[config.mk]
export PLATFORM = sky130hd
export DESIGN_NAME = rns11_tc_accum_ctrl
export DESIGN_NICKNAME = d
export VERILOG_FILES = /design/src/rtl/rns11_pkg.sv /design/src/rtl/rns11_tc_decode.sv /design/src/rtl/rns11_tc_accum_ctrl.sv
export SDC_FILE = /design/constraint.sdc
export NUM_CORES = 1
export LEC_CHECK = 0
export CORE_MARGIN = 2
export CORE_UTILIZATION = 30
export DETAILED_ROUTE_END_ITERATION = 7
export MAX_ROUTING_LAYER = met4
export PLACE_DENSITY = 0.46
export SYNTH_ARGS = -nofsm -noshare
export SYNTH_HDL_FRONTEND = slang
export SYNTH_HIERARCHICAL = 1
export SYNTH_SLANG_ARGS = --single-unit
[constraint.sdc]
create_clock -name clk -period 8.26 [get_ports clk]
set_clock_uncertainty 0.05 [all_clocks]
set_input_delay 0.826 -clock clk [delete_from_list [all_inputs] [get_ports clk]]
set_output_delay 0.826 -clock clk [all_outputs]
set_load 0.01 [all_outputs]
[src/rtl/rns11_pkg.sv]
// rns11_pkg: shared modulo-11 constants, FSM state type and TC helper functions
package rns11_pkg;

    localparam int MOD   = 11;
    localparam int TC_W  = 10;
    localparam int BIN_W = 4;
    localparam int CNT_W = 8;

    typedef enum logic [1:0] {IDLE, ACCUM, OUT} state_t;

    // Thermometer code: ones contiguous from bit 0 (all zeros is value 0)
    function automatic logic tc_valid(input logic [TC_W-1:0] tc);
        logic [TC_W:0] t;
        t = {1'b0, tc};
        return (t & (t + 1'b1)) == '0;
    endfunction

    // Binary 0..10 to TC
    function automatic logic [TC_W-1:0] tc_enc(input logic [BIN_W-1:0] bin);
        logic [TC_W:0] t;
        t = ({{TC_W{1'b0}}, 1'b1} << bin) - 1'b1;
        return t[TC_W-1:0];
    endfunction

    // (a + b) mod 11 for a, b in 0..10
    function automatic logic [BIN_W-1:0] mod_add(input logic [BIN_W-1:0] a, input logic [BIN_W-1:0] b);
        logic [BIN_W:0] s;
        s = {1'b0, a} + {1'b0, b};
        return (s >= (BIN_W+1)'(MOD)) ? BIN_W'(s - (BIN_W+1)'(MOD)) : BIN_W'(s);
    endfunction

endpackage

[src/rtl/rns11_tc_decode.sv]
// rns11_tc_decode: combinational TC to binary; non-thermometer patterns decode to 0
module rns11_tc_decode
    import rns11_pkg::*;
(
    input  logic [TC_W-1:0]  tc,
    output logic [BIN_W-1:0] bin
);

    logic [BIN_W-1:0] ones;

    // Count ones, then zero the result for invalid codes
    always_comb begin
        ones = '0;
        for (int i = 0; i < TC_W; i++) ones = ones + BIN_W'(tc[i]);
        bin = tc_valid(tc) ? ones : '0;
    end

endmodule

[src/rtl/rns11_tc_accum_ctrl.sv]
// rns11_tc_accum_ctrl: modulo-11 TC accumulate controller; optional operand checker via RNS11_TC_CHECK_EN
module rns11_tc_accum_ctrl
    import rns11_pkg::*;
(
    input  logic             clk,
    input  logic             rst_n,
    input  logic             start,
    input  logic [CNT_W-1:0] len,
    input  logic             op_valid,
    input  logic [TC_W-1:0]  op_tc,
    output logic             op_ready,
    output logic             res_valid,
    input  logic             res_ready,
    output logic [TC_W-1:0]  res_tc,
    output logic [BIN_W-1:0] res_bin,
    output logic             busy,
    output logic             err
);

    state_t           state;
    logic [CNT_W-1:0] cnt;
    logic [BIN_W-1:0] acc, op_bin, sum;
    logic             accept;

    rns11_tc_decode u_op_dec  (.tc(op_tc),  .bin(op_bin));
    rns11_tc_decode u_res_dec (.tc(res_tc), .bin(res_bin));

    assign sum    = mod_add(acc, op_bin);
    assign accept = op_valid && op_ready;
    assign busy   = state != IDLE;

    // Job sequencing, accumulation and registered handshake/result outputs
    always_ff @(posedge clk) begin
        if (!rst_n) begin
            state     <= IDLE;
            acc       <= '0;
            cnt       <= '0;
            op_ready  <= 1'b0;
            res_valid <= 1'b0;
            res_tc    <= '0;
        end else begin
            case (state)
                IDLE: if (start) begin
                    acc <= '0;
                    if (len != '0) begin
                        cnt      <= len;
                        op_ready <= 1'b1;
                        state    <= ACCUM;
                    end else begin
                        res_valid <= 1'b1;
                        res_tc    <= '0;
                        state     <= OUT;
                    end
                end
                ACCUM: if (accept) begin
                    acc <= sum;
                    cnt <= cnt - 1'b1;
                    if (cnt == CNT_W'(1)) begin
                        op_ready  <= 1'b0;
                        res_valid <= 1'b1;
                        res_tc    <= tc_enc(sum);
                        state     <= OUT;
                    end
                end
                OUT: if (res_ready) begin
                    res_valid <= 1'b0;
                    res_tc    <= '0;
                    state     <= IDLE;
                end
                default: state <= IDLE;
            endcase
        end
    end

`ifdef RNS11_TC_CHECK_EN
    // Sticky flag for any accepted non-thermometer operand
    always_ff @(posedge clk) begin
        if (!rst_n) err <= 1'b0;
        else if (accept && !tc_valid(op_tc)) err <= 1'b1;
    end
`else
    assign err = 1'b0;
`endif

endmodule
* Word level (Yosys, flattened, before mapping)
Index checks and enable logic that the tools add are counted.
** Cells by class
- Add/sub/neg operators :: 24
- $lt $le $gt $ge :: 1
- Equal/unequal tests :: 9
- Shift operators :: 1
- Mux-type cells :: 33
- Bitwise operators :: 2
- Reductions and logical operators :: 13
** Operators with widths (number)
- adder 4 x 1 -> 4 bit :: 16
- two-way mux 10 bit :: 5
- one-hot mux 10 bit (3 select lines) :: 1
- two-way mux 8 bit :: 3
- adder 10 x 1 -> 11 bit, second input constant :: 2
- bitwise AND 10 x 11 -> 11 bit :: 2
- zero test 11 bit :: 2
- two-way mux 4 bit :: 5
- one-hot mux 8 bit (2 select lines) :: 1
- != test 2 bit, second input constant :: 6
- two-way mux 2 bit :: 5
- << shifter 1 x 4 -> 10 bit, first input constant :: 1
- subtractor 10 x 1 -> 10 bit, second input constant :: 1
- two-way mux 1 bit :: 9
- == test 8 x 1 -> 1 bit, second input constant :: 1
- one-hot mux 4 bit (2 select lines) :: 1
- AND reduction 4 bit :: 2
- nonzero test 8 bit :: 1
- subtractor 8 x 1 -> 8 bit, second input constant :: 1
- one-hot mux 2 bit (3 select lines) :: 1
- AND reduction 6 bit :: 1
- adder 4 x 4 -> 5 bit :: 1
- greater-or-equal comparator 5 x 4 -> 1 bit, second input constant :: 1
- AND reduction 5 bit :: 1
- other kinds (11) :: 13
** Word-level totals
- Bits in registers :: 26
- Input bits :: 23
- Output and inout bits :: 18
- Logic and storage cells :: 89

* Depth between registers and ports, before layout
- Word-level depth :: 18
- Mapped depth :: 22
- Mapped depth without buffers :: 21

* Cells and area by module
The synthesis kept the hierarchy.
** Modules (own cells, without submodules)
- rns11_tc_accum_ctrl :: instances 1, cells an instance 254, area an instance 2031.9 um^2, seq. area each 520.5 um^2
- rns11_tc_decode at u_op_dec :: instances 1, cells an instance 39, area an instance 327.8 um^2, seq. area each 0.0 um^2
- rns11_tc_decode at u_res_dec :: instances 1, cells an instance 38, area an instance 327.8 um^2, seq. area each 0.0 um^2

* Worst setup path after synthesis
Ideal clock, no wire load.
- Kind :: in2reg
- Start point :: input op_tc[0]
- End point :: register res_tc[8]
- Setup time :: 117 ps
- Data arrival time :: 5867 ps
- Required time :: 8093 ps
- Slack :: 2226 ps
- Stages on the path :: 22
- Path buffers :: 1
- Path through :: inv_1 fa_1 fa_1 fa_1 inv_1 ha_1 fa_1 inv_1 nor4_1 fa_1 clkbuf_1 a21bo_2 a22oi_1 o211ai_1 o311ai_1 nand3_1 ha_1 inv_1 nand3_1 o2111ai_1 o221ai_1 a32o_1
** Between the ends
- Word-level cells in the longest chain between the ends :: 18
- Elaborated cells on any way between the ends :: 22
- Those cells by class :: add/sub (13); order compare (1); shift (1); mux (5); bitwise (1); reduce/logical (1)
** Ends and longest elaborated chain
- from (decl) :: line rns11_tc_accum_ctrl.sv:10 : input logic [TC_W-1:0] op_tc,
- adder 1 x 1 -> 2 bit :: line rns11_tc_decode.sv:14 : for (int i = 0; i < TC_W; i++) ones = ones + BIN_W'(tc[i]);
- adder 4 x 1 -> 4 bit (8 in series) :: line rns11_tc_decode.sv:14
- two-way mux 4 bit (*) :: line rns11_tc_decode.sv:15 : bin = tc_valid(tc) ? ones : '0;
- named net op_bin[1] :: line rns11_tc_accum_ctrl.sv:22 : logic [BIN_W-1:0] acc, op_bin, sum;
- adder 4 x 4 -> 5 bit (*) :: line rns11_pkg.sv:28 : s = {1'b0, a} + {1'b0, b};
- subtractor 4 bit or greater-or-equal comparator 5 x 4 -> 1 bit (tied branches) :: line rns11_pkg.sv:29 : return (s >= (BIN_W+1)'(MOD)) ? BIN_W'(s - (BIN_W+1)'(MOD)) : BIN_W'(s);
- two-way mux 4 bit (*) :: line rns11_pkg.sv:29
- << shifter 1 x 4 -> 10 bit (*) :: line rns11_pkg.sv:21 : t = ({{TC_W{1'b0}}, 1'b1} << bin) - 1'b1;
- subtractor 10 x 1 -> 10 bit (*) :: line rns11_pkg.sv:21
- two-way mux 10 bit (*) :: line rns11_tc_accum_ctrl.sv:58 : if (cnt == CNT_W'(1)) begin
- two-way mux 10 bit (*) :: line rns11_tc_accum_ctrl.sv:55 : ACCUM: if (accept) begin
- one-hot mux 10 bit (3 select lines) (*) :: line rns11_tc_accum_ctrl.sv:42 : case (state)
- to (signal assigned) :: line rns11_tc_accum_ctrl.sv:61 : res_tc <= tc_enc(sum);
- to (decl) :: line rns11_tc_accum_ctrl.sv:14 : output logic [TC_W-1:0] res_tc,
Mark *: on every way through the listed nets, which the timed path passes. The rest lies on a longest branch. The select of a mux whose other input is x is not followed.
A chain may end at the register's enable or synchronous reset.

* Worst setup path in the final report
Same ends and word-level chain as after synthesis.

==> flow_metrics.env <==
export IMPL_power_switching_uw=240
export IMPL_htree_levels=1
export IMPL_yosysWarnings=6
export IMPL_avgSynthCellArea_sq_um=8.12
export IMPL_netlist_instances=331
export IMPL_grt_pass1_wl_um=11200
export IMPL_fillerInstances=892
export IMPL_outcome="complete, no violations"
export IMPL_synth_edf_count=0
export IMPL_power_frac_comb_pct=55.5
export IMPL_io_pins=41
export IMPL_final_layout_size_suffix_gt1_share_pct=8.84
export IMPL_cts_sinks=26
export IMPL_core_sq_mm=0.00872
export IMPL_r2r_slack_ps=4610
export IMPL_routedWlPerCell_um=13.6
export IMPL_die_w_um=98.7
export IMPL_synth_seq_cells=26
export IMPL_switching_share_pct=42.5
export IMPL_final_max_slew_viol_count=0
export IMPL_grtUsageTotal_pct=13.9
export IMPL_relSlewSlack_pct=47.3
export IMPL_cts_path_max_buffers=2
export IMPL_cts_buffers=3
export IMPL_ys_seq_area_share_pct=19.4
export IMPL_yosys_cell_count_top_type="inv_1"
export IMPL_synth_top_area_cell="dfxtp_1"
export IMPL_num_rows=34
export IMPL_finalSetupTns_ps=0
export IMPL_min_path_cells=2
export IMPL_finalWirelength_um=6390
export IMPL_cts_root_buf="clkbuf_8"
export IMPL_grt_max_degree=25
export IMPL_clkLatencyLatePin_ps=270
export IMPL_r2r_end="res_tc[8]"
export IMPL_cp_arrival_ps=6910
export IMPL_syn_nets=386
export IMPL_hp_class="reg2reg"
export IMPL_synthDistinctLibCells=74
export IMPL_grt_pass1_vias=2385
export IMPL_vias_per_cell=5.11
export IMPL_synth_area_sq_mm=0.00269
export IMPL_ant_nets=0
export IMPL_power_frac_seq_pct=29.9
export IMPL_dpl_hpwl_um=5130
export IMPL_die_area_sq_mm=0.00973
export IMPL_die_y_um=98.7
export IMPL_max_vdd_ir_drop_mv=0.0872
export IMPL_cap_violations=0
export IMPL_cts_tree="done"
export IMPL_num_vias=2404
export IMPL_required_ps=8370
export IMPL_area_growth_pct=19.6
export IMPL_synthTopCellsByCount="inv_1 (38), dfxtp_1 (26), nand2_1 (26), o21ai_0 (20), ha_1 (19)"
export IMPL_synth_area_top_cells="dfxtp_1 (19%), fa_1 (9.7%), ha_1 (8.8%)"
export IMPL_finalCritPeriodShare_pct=82.3
export IMPL_n_antenna_cell=0
export IMPL_worst_pin_slew_ps=783
export IMPL_ys_flop_type="dfxtp_1"
export IMPL_utilization_pct=36.9
export IMPL_dr_pass1_iters=4
export IMPL_synthArstFlopShare_pct=0
export IMPL_hold_buffers=0
export IMPL_power_frac_clock_pct=14.6
export IMPL_r2r_start="acc[0]"
export IMPL_r2r_cells=13
export IMPL_cts_resized=0
export IMPL_min_from="res_tc[0]"
export IMPL_power_density_mw_per_mm2=176
export IMPL_gp_congestion=0.878
export IMPL_io_buffers=39
export IMPL_critPathCaptureType="flop"
export IMPL_path_max_fanout=11
export IMPL_grt_overflow=0
export IMPL_rsz0062_at_grt="no"
export IMPL_path_class="in2reg"
export IMPL_fmax_mhz=147
export IMPL_internal_power_uw=325
export IMPL_finalHoldViolCount=0
export IMPL_post_cts_buffers=0
export IMPL_drcViolationCount=0
export IMPL_place_ws_ps=1200
export IMPL_antenna_found_initial=0
export IMPL_synth_top_area_share_pct=19.4
export IMPL_drtIter0Drc=90
export IMPL_power_leakage_uw=0.00127
export IMPL_startpoint_type="primary input"
export IMPL_holdPathEnd="res_tc[0]"
export IMPL_setup_viol=0
export IMPL_worst_hold_slack_ps=460
export IMPL_initial_core_util_pct=30.8
export IMPL_finalWorstSetupSlack_ps=1460
export IMPL_clk_pin_slew_worst_paths_ps=80
export IMPL_fin_crit_ps=6800
export IMPL_nets=418
==> area by class of cell <==
| type | count | area (sq um) | area share (%) |
|---|---|---|---|
| Clock buffer | 4 | 55.1 | 1.71 |
| Tap cell | 108 | 135 | 4.20 |
| Sequential cell | 26 | 520 | 16.2 |
| Timing Repair Buffer | 39 | 390 | 12.1 |
| Multi-Input combinational cell | 255 | 1970 | 61.3 |
| Inverter | 38 | 143 | 4.44 |
==> routing by layer <==
metal	up-vias	GRT usage, %	share of wire (%)	wire length, um
met2	27	22.6	46	2940
met5	-	-	0	0
li1	1244	-	-	-
met4	0	3.58	0.99	63
met1	1129	19.1	51	3280
met3	4	0.638	1.6	104
==> power groups by stage <==
stage               registers, uW  logic, uW  clock network [uW]
floorplan                     167        240                   0
global placement              172        315                   0
detailed placement            172        316                   0
CTS                           169        317                86.9
global route                  173        359                91.0
finish                        169        314                82.7
==> state kept, by name, indices dropped and copies added, names as in the netlist <==
signal     count
res_tc        10
cnt            8
acc            4
state          2
op_ready       1
res_valid      1
==> worst max-delay path by stage <==
stage / cells after the start / slack, ps / startpoint / end
6_report: 22 / 1460 / op_tc[0] / res_tc[8]
5_1_grt: 22 / 1100 / op_tc[0] / res_tc[8]
4_1_cts: 22 / 1490 / op_tc[0] / res_tc[8]
3_5_place_dp: 22 / 1200 / op_tc[0] / res_tc[8]
3_3_place_gp: 22 / 1260 / op_tc[0] / res_tc[8]
2_1_floorplan: 22 / 2230 / op_tc[0] / res_tc[8]
==> worst max-delay path, stage by stage <==
cell and delay, ps:
clkdlybuf4s50_1 500, inv_1 80, fa_1 560, fa_1 430, fa_1 490, inv_1 40
ha_1 190, fa_1 480, inv_1 40, nor4_1 470, fa_1 630, ha_1 380
nand2b_2 270, nand3_1 150, a22o_2 250, nand3_1 100, ha_1 270, inv_1 130
nand3_1 90, o2111ai_1 90, o221ai_1 140, a32o_1 290
==> layout by cell type, fill, tap and decap left out, drive strengths merged, types with 3 or more instances in the layout <==
cell type	netlist	layout
a21boi	4	4
mux2i	3	3
a21oi	16	16
ha	19	19
nor4b	3	3
o31ai	3	3
a211o	3	3
nand3	7	7
nor2b	9	9
a22oi	5	5
nor3	11	11
nor2	20	20
inv	38	38
nand2	27	27
a31oi	5	5
clkdlybuf4s50	0	39
o22ai	3	3
a21o	3	3
and2	16	16
o211ai	4	4
xor2	4	4
dfxtp	26	26
or3	4	4
a2111o	3	3
clkbuf	10	4
nor4	9	9
o21ai	23	23
fa	13	13
==> logic make-up after synthesis <==
family / count (synthesis) / synth area share [%]
other: 1 / 0.140
xor gates and xnor gates: 6 / 1.96
and+or+nand+nor: 117 / 25.1
buffers and inverters: 50 / 7.26
adders and majority gates: 32 / 18.5
DFF: 26 / 19.4
AOI/OAI and AO/OA: 95 / 26.1
muxes: 4 / 1.54
==> through the flow <==
stage | instance area [sq um] | cells | power, uW
after detailed placement | 3160 | 466 | 488
after floorplan | 2690 | 331 | 407
final | 3220 | 470 | 566
after global routing | 3220 | 470 | 623
after CTS | 3220 | 470 | 573
after global placement | 3160 | 466 | 487
(Power assumes the default switching activity.)
